### src/rtl/entropy_collector.sv
// rtl/entropy_collector.sv - ring-oscillator entropy collector with repetition health test; option ENTROPY_COLLECTOR_VON_NEUMANN_EN
module entropy_collector #(
    parameter int SAMPLE_DIV = 4,
    parameter int REP_LIMIT  = 31
) (
    input  logic       clk,
    input  logic       rst_n,
    input  logic       ena,
    input  logic       raw_bit,
    output logic [7:0] byte_out,
    output logic       byte_valid,
    input  logic       byte_ready,
    output logic       health_fail
);

    typedef enum logic [1:0] {
        IDLE    = 2'd0,
        COLLECT = 2'd1,
        FAIL    = 2'd2
    } state_t;

    state_t     state;
    state_t     state_next;

    logic       sync1;
    logic       sync2;
    logic [7:0] div_cnt;
    logic [7:0] shreg;
    logic [2:0] bit_cnt;
    logic [7:0] rep_cnt;
    logic       prev_sample;

    logic       active;
    logic       strobe;
    logic [7:0] rep_next;
    logic       trip;
    logic       take;
    logic       bit_val;
    logic       complete;
    logic       load;
    logic       clear_collect;

    always_ff @(posedge clk or negedge rst_n) begin
        if (!rst_n) begin
            sync1 <= 1'b0;
            sync2 <= 1'b0;
        end else begin
            sync1 <= raw_bit;
            sync2 <= sync1;
        end
    end

    always_comb begin
        active        = (state == COLLECT) && ena;
        clear_collect = !ena || (state == FAIL);
        strobe        = active && (div_cnt == 8'(SAMPLE_DIV - 1));
        rep_next      = ((rep_cnt == 8'd0) || (sync2 != prev_sample)) ? 8'd1 : rep_cnt + 8'd1;
        trip          = strobe && (rep_next == 8'(REP_LIMIT));
    end

`ifdef ENTROPY_COLLECTOR_VON_NEUMANN_EN
    logic pair_have;
    logic pair_first;

    // Second sample of a pair decides; the first sample is the emitted bit.
    always_ff @(posedge clk or negedge rst_n) begin
        if (!rst_n) begin
            pair_have  <= 1'b0;
            pair_first <= 1'b0;
        end else if (clear_collect) begin
            pair_have  <= 1'b0;
            pair_first <= 1'b0;
        end else if (strobe) begin
            pair_have <= !pair_have;
            if (!pair_have) begin
                pair_first <= sync2;
            end
        end
    end

    always_comb begin
        take    = strobe && pair_have && (pair_first != sync2);
        bit_val = pair_first;
    end
`else
    always_comb begin
        take    = strobe;
        bit_val = sync2;
    end
`endif

    always_comb begin
        complete = take && (bit_cnt == 3'd7) && !trip;
        load     = complete && (!byte_valid || byte_ready);
    end

    always_ff @(posedge clk or negedge rst_n) begin
        if (!rst_n) begin
            div_cnt     <= 8'd0;
            shreg       <= 8'd0;
            bit_cnt     <= 3'd0;
            rep_cnt     <= 8'd0;
            prev_sample <= 1'b0;
        end else if (clear_collect) begin
            div_cnt     <= 8'd0;
            shreg       <= 8'd0;
            bit_cnt     <= 3'd0;
            rep_cnt     <= 8'd0;
            prev_sample <= 1'b0;
        end else if (active) begin
            div_cnt <= strobe ? 8'd0 : div_cnt + 8'd1;
            if (strobe) begin
                rep_cnt     <= rep_next;
                prev_sample <= sync2;
            end
            if (take) begin
                shreg   <= {shreg[6:0], bit_val};
                bit_cnt <= bit_cnt + 3'd1;
            end
        end
    end

    // A completed byte is dropped when the previous one is still unconsumed.
    always_ff @(posedge clk or negedge rst_n) begin
        if (!rst_n) begin
            byte_out    <= 8'd0;
            byte_valid  <= 1'b0;
            health_fail <= 1'b0;
        end else if ((state == FAIL) || trip) begin
            byte_valid  <= 1'b0;
            health_fail <= 1'b1;
        end else if (load) begin
            byte_out   <= {shreg[6:0], bit_val};
            byte_valid <= 1'b1;
        end else if (byte_valid && byte_ready) begin
            byte_valid <= 1'b0;
        end
    end

    always_ff @(posedge clk or negedge rst_n) begin
        if (!rst_n) begin
            state <= IDLE;
        end else begin
            state <= state_next;
        end
    end

    always_comb begin
        state_next = state;
        if (trip || (state == FAIL)) begin
            state_next = FAIL;
        end else if (ena) begin
            state_next = COLLECT;
        end else begin
            state_next = IDLE;
        end
    end

endmodule

### config.mk
export PLATFORM = sky130hd
export DESIGN_NAME = entropy_collector
export DESIGN_NICKNAME = d
export VERILOG_FILES = /design/src/rtl/entropy_collector.sv
export SDC_FILE = /design/constraint.sdc
export NUM_CORES = 1
export LEC_CHECK = 0
export BUFFER_PORTS_ARGS = -buffer_cell sky130_fd_sc_hd__buf_2
export CORE_MARGIN = 2
export CORE_UTILIZATION = 55
export CTS_BUF_LIST = sky130_fd_sc_hd__clkbuf_2 sky130_fd_sc_hd__clkbuf_4 sky130_fd_sc_hd__clkbuf_8
export DETAILED_ROUTE_END_ITERATION = 12
export HOLD_SLACK_MARGIN = 0.1
export PLACE_DENSITY = 0.79
export SLEW_MARGIN = 10
export SYNTH_ARGS = -nofsm -noshare
export SYNTH_HDL_FRONTEND = slang
export SYNTH_SLANG_ARGS = --single-unit
### constraint.sdc
create_clock -name clk -period 3.6 [get_ports clk]
set_input_delay 0.18 -clock clk [delete_from_list [all_inputs] [get_ports clk]]
set_output_delay 0.18 -clock clk [all_outputs]
set_load 0.01 [all_outputs]
# ---- Word-level counts from Yosys, hierarchy flattened
# Index checks and enable logic that the tools add are counted.
dict set report op_classes {
  addsub 3
  n_eq_ne 6
  n_mux 21
  bitwise 1
  n_reduce_logical 20
}
# operator count
set op_table {}
lappend op_table {{$mux 8} 7}
lappend op_table {{$mux 7} 3}
lappend op_table {{$add 8x1->8 const B} 2}
lappend op_table {{$mux 3} 3}
lappend op_table {{$eq 8x2->1 const B} 1}
lappend op_table {{$eq 8x5->1 const B} 1}
lappend op_table {{$logic_not 8->1} 1}
lappend op_table {{$logic_and 1x1->1} 7}
lappend op_table {{$mux 1} 7}
lappend op_table {{$logic_or 1x1->1} 4}
lappend op_table {{$reduce_and 2->1} 2}
lappend op_table {{$reduce_bool 2->1} 2}
lappend op_table {{$add 3x1->3 const B} 1}
lappend op_table {{$eq 3x3->1 const B} 1}
lappend op_table {{$logic_not 1->1} 3}
lappend op_table {{$reduce_bool 3->1} 1}
lappend op_table {{$eq 2x1->1 const B} 1}
lappend op_table {{$eq 2x2->1 const B} 1}
lappend op_table {{$mux 2} 1}
lappend op_table {{$ne 1x1->1} 1}
lappend op_table {{$not 1->1} 1}
dict set report word_totals {
  register_bits 41
  elab_cells 62
}

# ---- Longest topological paths before layout
# Gate-level depths: netlist (run 1).
dict set report depth {
  ltp_word 10
  ltp_mapped 7
  ltp_nobuf 7
}

# ---- Least setup slack after synthesis (run 1)
# Ideal clock, no wire load.
dict set report synth_path {
  path_type {reg2reg}
  start {register rep_cnt[0]}
  end {register byte_out[0]}
  setup_ps 125
  arrival_ps 2049
  t_required_ps 3475
  setup_slack_ps 1426
  path_stages_with_launch 8
  synth_period_minus_slack_ps 2174
  path_cell_list {dfrtp_1 -> inv_1 -> ha_1 -> or4b_1 -> nor4_2 -> nand4_2 -> nand3_4 -> mux2_2}
}
dict set report synth_between {
  elab_chain_len 9
}
# item line_no
set synth_rtl {}
lappend synth_rtl {{start, declared} 30} ;# logic [7:0] rep_cnt;
lappend synth_rtl {{start signal, assigned} 113} ;# rep_cnt <= rep_next;
lappend synth_rtl {{parallel branches: the longest is 2 deep, another holds $add 8x1->8} -}
lappend synth_rtl {{$mux 8 (*)} 57} ;# rep_next = ((rep_cnt == 8'd0) || (sync2 != prev_sample)) ? 8'd1 : rep_cnt + 8'd1;
lappend synth_rtl {{$eq 8x5->1 (*)} 58} ;# trip = strobe && (rep_next == 8'(REP_LIMIT));
lappend synth_rtl {{$logic_and 1x1->1 (*)} 58}
lappend synth_rtl {{$logic_not 1->1} 93} ;# complete = take && (bit_cnt == 3'd7) && !trip;
lappend synth_rtl {{$logic_and 1x1->1} 93}
lappend synth_rtl {{$logic_and 1x1->1} 94} ;# load = complete && (!byte_valid || byte_ready);
lappend synth_rtl {{$reduce_and 2->1 (no source line) (*)} -}
lappend synth_rtl {{end signal, assigned} 133} ;# byte_out <= {shreg[6:0], bit_val};
lappend synth_rtl {{end, declared} 10} ;# output logic [7:0] byte_out,
# Mark *: on every way between the ends.
# A chain may end at the register's enable or synchronous reset.

# ---- Final worst setup path (run 1)
dict set report layout_path {
  start {register div_cnt[0]}
  end {register rep_cnt[2]}
}
dict set report layout_between {
  elab_chain_len 4
}
# item line_no
set layout_rtl {}
lappend layout_rtl {{start, declared} 27} ;# logic [7:0] div_cnt;
lappend layout_rtl {{start signal, assigned} 111} ;# div_cnt <= strobe ? 8'd0 : div_cnt + 8'd1;
lappend layout_rtl {{$eq 8x2->1} 56} ;# strobe = active && (div_cnt == 8'(SAMPLE_DIV - 1));
lappend layout_rtl {{$logic_and 1x1->1} 56}
lappend layout_rtl {{$reduce_bool 2->1 (no source line)} -}
lappend layout_rtl {{$reduce_and 2->1 (no source line)} -}
# No other way between the ends.

==> flow_metrics.py, run 1 <==
metrics = {
    "floorplanning": {
        "die_area_mm2": 0.00394,
        "initial_core_util_pct": 56.9,
        "num_io_pins": 15,
        "num_rows": 21,
        "dieHeight_um": 62.7,
        "core-area_mm2": 0.00334,
        "die_w_um": 62.7,
    },
    "detailed_routing": {
        "wirelength_um": 3830,
        "drt_iter0_markers": 105,
        "drc": 0,
        "firstDrtPassIters": 4,
        "post_drt_wl_per_cell_um": 15.5,
        "ant_nets": 0,
        "vias": 1441,
        "viasPerCell": 5.83,
    },
    "power": {
        "internal_power_mw": 0.551,
        "vdd_drop_max_mv": 0.184,
        "netSwitchingPower_mw": 0.165,
        "p_comb_share_pct": 2.1,
        "cellPowerDensity_mw_per_mm2": 339,
        "power_mw": 0.716,
        "seqPwrFrac_pct": 63.0,
        "pwr-share-clk_pct": 34.9,
        "switching_share_pct": 23.0,
        "p_leak_nw": 1.03,
    },
    "status": {
        "status": "finished clean",
    },
    "sta": {
        "worst_pin_slew_ns": 0.894,
        "setup_viol": 0,
        "max_slew_margin_pct": 40.4,
        "period_share_pct": 66.1,
        "rsz0062_at_grt": "no",
        "fmax_mhz": 421,
        "finalCriticalPeriod_ns": 2.38,
        "hold_viol": 0,
        "hold_slack_ns": 0.361,
        "drv_slew": 0,
        "finalClockSkew_ns": 0.0200,
        "setup_tns_ns": 0,
    },
    "synth": {
        "synth-seq-cells": 40,
        "syn-cell-area_mm2": 0.00190,
        "synth_nets": 189,
        "synth_fa_ha_area_share_pct": 3.30,
        "synth_compound_area_share_pct": 9.23,
        "syn_avg_cell_area_um2": 10.6,
        "async_flop_share_pct": 100,
        "synth_mux_area_share_pct": 5.27,
        "synth_top_family_by_area": "simple AND/OR/NAND/NOR gates",
        "synth_cells": 179,
        "yosys.area_share.simple_pct": 24.0,
        "seq_area_frac_synth_pct": 52.7,
        "synthXorXnorAreaFrac_pct": 3.69,
        "yosys_warnings": 0,
        "ys_types": 43,
        "synthFlopType": "dfrtp_1",
        "synth-edff-count": 0,
    },
    "grt": {
        "antenna_found_initial": 0,
        "grt_pass1_vias": 1491,
        "met2_usage_pct": 38.2,
        "busiest_layer": "met2",
        "grt_first_pass_wirelength_um": 6930,
        "track_usage_pct": 22.6,
        "grt_max_degree": 41,
        "use_met1_pct": 27.4,
        "use_met3_pct": 5.23,
        "overflow": 0,
    },
    "setup_path": {
        "worst_setup_path_end_kind": "register",
        "worst-path-max-fanout": 14,
        "startpoint_type": "register",
        "crit_required_ns": 3.90,
        "crit_type": "register to register",
        "worst_ep_arrival_time_ns": 2.68,
    },
    "clock_network": {
        "clk_latency_ns": 0.37,
        "clockBufferDepth": 2,
        "post_cts_buffers": 0,
        "cts_tree": "done",
        "path_clk_slew_ns": 0.11,
        "h-tree-depth": 2,
        "cts_hold_buffers": 3,
        "root_buffer": "clkbuf_4",
        "cts_resized": 0,
        "cts.sinks": 40,
        "cts_buffers": 5,
    },
    "cells_and_area": {
        "final_common_cell": "dfrtp_1",
        "layout-drive-gt1-share_pct": 21.9,
        "diodes": 0,
        "final_cell_mix": "dfrtp_1 (40), nand2_1 (29), nand3_1 (16)",
        "synthToLayoutAreaGrowth_pct": 11.1,
        "fin_area_mm2": 0.00211,
        "layout.nets": 210,
    },
    "place": {
        "port_buffers": 14,
        "placed_cell_area_mm2": 0.00201,
        "dpl.hpwl_um": 2720,
        "place.gp.congestion": 0.899,
    },
    "job": {
        "max-cap-violations": 0,
    },
    "worst_hold_path": {
        "min_path_type": "input port to register",
    },
}
==> state kept, by name (all words and copies together), names as in the netlist <==
name         cells
bit_cnt          3
bit_val          1
byte_out         8
byte_valid       1
div_cnt          8
health_fail      1
rep_cnt          8
shreg            7
state            2
sync1            1
==> per-stage QoR <==
stage          std cells  setup slack, ns  utilization, %
3_3_place_gp         236             1.35            60.4
2_1_floorplan        179             1.43               -
5_1_grt              247             1.03            63.2
4_1_cts              247             1.22            63.2
3_5_place_dp         236             1.24            60.4
6_report             247             1.22            63.2
==> synthesized netlist by cell type (all sizes together) (2+ instances only) <==
| master | count | share of area, % |
|---|---|---|
| nand3 | 17 | 5.1 |
| and2 | 2 | 0.73 |
| nand2 | 29 | 5.7 |
| inv | 6 | 1.2 |
| o21ai | 9 | 2.4 |
| a31oi | 2 | 0.66 |
| mux2 | 8 | 4.7 |
| and3 | 4 | 1.4 |
| clkbuf | 3 | 0.59 |
| nor2 | 6 | 1.2 |
| ha | 5 | 3.3 |
| or4 | 2 | 0.99 |
| or2 | 2 | 0.66 |
| nor3 | 4 | 1.1 |
| or2b | 2 | 0.92 |
| a21oi | 5 | 1.3 |
| xnor2 | 3 | 1.4 |
| xor2 | 5 | 2.3 |
| and4 | 2 | 0.92 |
| nor4 | 3 | 1.3 |
| nor3b | 2 | 0.79 |
| dfrtp | 40 | 53 |
| a21o | 3 | 1.2 |
| nand4 | 2 | 0.99 |
==> layout make-up <==
cell class / count / area (um2)
fill: 275 / 1230
sequential: 40 / 1000
tap: 46 / 57.6
inverter: 6 / 22.5
clock inverter: 2 / 13.8
multi-input combinational: 130 / 863
clock buffer: 6 / 51.3
timing repair buffer: 17 / 100
==> power groups by stage <==
stage	registers, mW	logic [mW]	clock network (mW)
final	0.451	0.0148	0.250
after global routing	0.452	0.0174	0.276
after CTS	0.451	0.0153	0.254
after detailed placement	0.460	0.0129	0
after global placement	0.460	0.0126	0
after floorplan	0.460	0.00141	0
==> per-layer routing <==
| layer | part of all wire (%) | up-vias | wire length [um] |
|---|---|---|---|
| met2 | 51 | 30 | 1970 |
| li1 | - | 679 | - |
| met1 | 43 | 724 | 1650 |
| met3 | 4.2 | 8 | 160 |
| met4 | 1.4 | 0 | 53 |
| met5 | 0 | - | 0 |
==> kinds of logic (layout without fill, tap and decap cells) <==
logic type,count (synthesis),after routing
adder cells (fa/ha/maj),5,5
AO/OA/AOI/OAI,26,26
AND/OR/NAND/NOR,82,82
flip-flops,40,40
buffers and inverters,9,31
multiplexers,9,9
XOR/XNOR,8,8
==> worst max-delay path, stage by stage, from the launching register on <==
cell and delay (ns):
dfrtp_1 0.42, ha_1 0.22, nor3b_1 0.28, nand3_1 0.49, or3_1 0.57, nor3b_1 0.22
a21o_1 0.11
==> worst paths after layout <==
check / start / depth (start not counted) / slack (ns) / to
max: div_cnt[0] / 6 / 1.22 / rep_cnt[2]
min: ena / 4 / 0.36 / div_cnt[7]
max reg2reg: div_cnt[0] / 6 / 1.22 / rep_cnt[2]
min reg2reg: sync1 / 0 / 0.37 / bit_val
max in group asynchronous: rst_n / 2 / 2.59 / bit_cnt[2]
min in group asynchronous: rst_n / 2 / 0.46 / byte_out[2]
(Power assumes the default switching activity.)
==> run 2, diff against run 1 <==
PLACE_DENSITY = 0.82   (was 0.79)
clock period = 2 ns   (was 3.6 ns; I/O delays follow)
==> run 2 against run 1 <==
Sequential power increased by 80%. Global-route usage is 0.62 points higher. Via count is 3.4% higher. The run now ends with setup timing left. Final area up 9.9%. Wire length rose by 6.2%. Sequential cell count is the same.
==> flow_metrics.py, run 2 (same netlist as run 1, synthesis figures left out) <==
metrics = {
    "status": {
        "status": "finished with violations",
        "violations": "setup timing",
    },
    "clock_network": {
        "root_buffer": "clkbuf_4",
        "cts_buffers": 5,
        "cts_tree": "done",
        "clk_latency_ns": 0.33,
        "clockBufferDepth": 2,
        "h-tree-depth": 2,
        "path_clk_slew_ns": 0.11,
        "cts.sinks": 40,
    },
    "floorplanning": {
        "core-area_mm2": 0.00334,
        "die_w_um": 62.7,
        "initial_core_util_pct": 56.9,
        "die_area_mm2": 0.00394,
        "num_rows": 21,
        "num_io_pins": 15,
        "dieHeight_um": 62.7,
    },
    "sta": {
        "finalCriticalPeriod_ns": 2.17,
        "rsz0062_at_grt": "yes",
        "hold_viol": 0,
        "finalClockSkew_ns": 0.00678,
        "fmax_mhz": 460,
        "setup_viol": 11,
        "max_slew_margin_pct": 42.3,
        "setup_slack_ns": -0.174,
        "worst_pin_slew_ns": 0.865,
        "drv_slew": 0,
        "period_share_pct": 109,
        "setup_tns_ns": -1.63,
    },
    "grt": {
        "grt_pass1_vias": 1567,
        "grt_max_degree": 41,
        "grt_first_pass_wirelength_um": 7190,
        "track_usage_pct": 23.2,
        "antenna_found_initial": 0,
        "overflow": 0,
    },
    "cells_and_area": {
        "seq_area_mm2": 0.00100,
        "layout-drive-gt1-share_pct": 31.4,
        "num-fill-cells": 257,
        "synthToLayoutAreaGrowth_pct": 22.1,
        "layout.nets": 233,
        "diodes": 0,
        "final_common_cell": "dfrtp_1",
        "multiInputGateArea_um2": 915,
        "final_cell_mix": "dfrtp_1 (40), nand2_1 (29), buf_4 (23)",
        "fin_area_mm2": 0.00232,
        "reg_top3": "byte_out: 8 flops, div_cnt: 8 flops, rep_cnt: 8 flops",
    },
    "power": {
        "internal_power_mw": 0.964,
        "power_mw": 1.22,
        "pwr-share-clk_pct": 31.2,
        "netSwitchingPower_mw": 0.260,
        "p_leak_nw": 1.18,
        "seqPwrFrac_pct": 66.3,
        "p_comb_share_pct": 2.6,
        "switching_share_pct": 21.3,
        "vdd_drop_max_mv": 0.455,
        "cellPowerDensity_mw_per_mm2": 528,
    },
    "place": {
        "port_buffers": 14,
        "pre_cts_ws_ns": -0.150,
        "placed_cell_area_mm2": 0.00219,
        "place.gp.congestion": 0.879,
        "dpl.hpwl_um": 2910,
    },
    "setup_path": {
        "crit_start": "rep_cnt[1]",
        "cpMaxStageDelayCell": "or4_4",
        "worst_setup_path_end_kind": "register",
        "rr_startpoint": "rep_cnt[1]",
        "critical-path-top-delay-family": "simple AND/OR/NAND/NOR gates",
        "crit_buf_inv": 3,
        "crit_type": "register to register",
        "crit_required_ns": 2.22,
        "worst-path-max-fanout": 3,
        "crit_top_cell": "buf_4",
        "cpPeakStageDelay_ns": 0.51,
        "startpoint_type": "register",
        "worst_ep_arrival_time_ns": 2.40,
        "path_cells": "buf_4 -> ha_2 -> nand3_1 -> or4_4 -> nand4_2 -> buf_4 -> buf_4 -> nand2_1 -> or2_2",
    },
    "detailed_routing": {
        "drc": 0,
        "post_drt_wl_per_cell_um": 15.1,
        "firstDrtPassIters": 4,
        "vias": 1490,
        "wirelength_um": 4070,
        "ant_nets": 0,
        "viasPerCell": 5.54,
        "drt_iter0_markers": 103,
    },
    "job": {
        "max-cap-violations": 0,
    },
    "worst_hold_path": {
        "hp-start": "ena",
        "min_path_type": "input port to register",
    },
}
==> run 2: final timing paths <==
path / to / slack (ns) / depth (start not counted)
min in group asynchronous: rep_cnt[7] / 0.41 / 2
worst max-delay path: health_fail / -0.17 / 9
worst min register to register: bit_val / 0.37 / 0
worst min-delay path: div_cnt[1] / 0.29 / 3
worst max register to register: health_fail / -0.17 / 9
max in group asynchronous: rep_cnt[6] / 1.05 / 2
==> run 2: area by class of cell <==
cell class                      instances  area share (%)
Sequential cell                        40            43.2
Multi-Input combinational cell        130            39.4
Timing Repair Buffer                   40            11.8
Tap cell                               46            2.48
Clock buffer                            6            1.94
Inverter                                6           0.971
Clock inverter                          1           0.216
==> run 2: power groups by stage <==
stage / Sequential, mW / Combinational, mW / Clock [mW]
3_3_place_gp: 0.827 / 0.0261 / 0
3_5_place_dp: 0.827 / 0.0271 / 0
6_report: 0.811 / 0.0314 / 0.382
2_1_floorplan: 0.828 / 0.00256 / 0
5_1_grt: 0.812 / 0.0357 / 0.428
4_1_cts: 0.811 / 0.0321 / 0.395
==> run 2: what timing repair did <==
item	CTS	global route
buffers inserted	2	2
endpoints found under the hold margin	42	0
gates resized for setup	3	3
endpoints found under the setup margin	8	15
pin swaps	0	3
hold buffers	3	0
==> run 2: worst register-to-register path: stages, from the launching register on <==
cell     delay (ns)
dfrtp_1        0.38
buf_4          0.13
ha_2           0.20
nand3_1        0.13
or4_4          0.51
nand4_2        0.14
buf_4          0.12
buf_4          0.09
nand2_1        0.09
or2_2          0.29
==> run 2: through the flow <==
| stage | instances | hold slack (ns) | utilization (%) |
|---|---|---|---|
| floorplan | 179 | -0.196 | - |
| global placement | 255 | 0.210 | 65.5 |
| detailed placement | 255 | 0.210 | 65.5 |
| CTS | 267 | 0.268 | 68.8 |
| global route | 269 | 0.306 | 69.5 |
| finish | 269 | 0.290 | 69.5 |
==> run 2: routing by layer <==
metal,vias up,track usage (%),wire length [um]
met4,0,8.33,15
li1,717,-,-
met3,2,4.32,125
met1,744,29.9,1840
met2,27,39.4,2090
met5,-,0,0
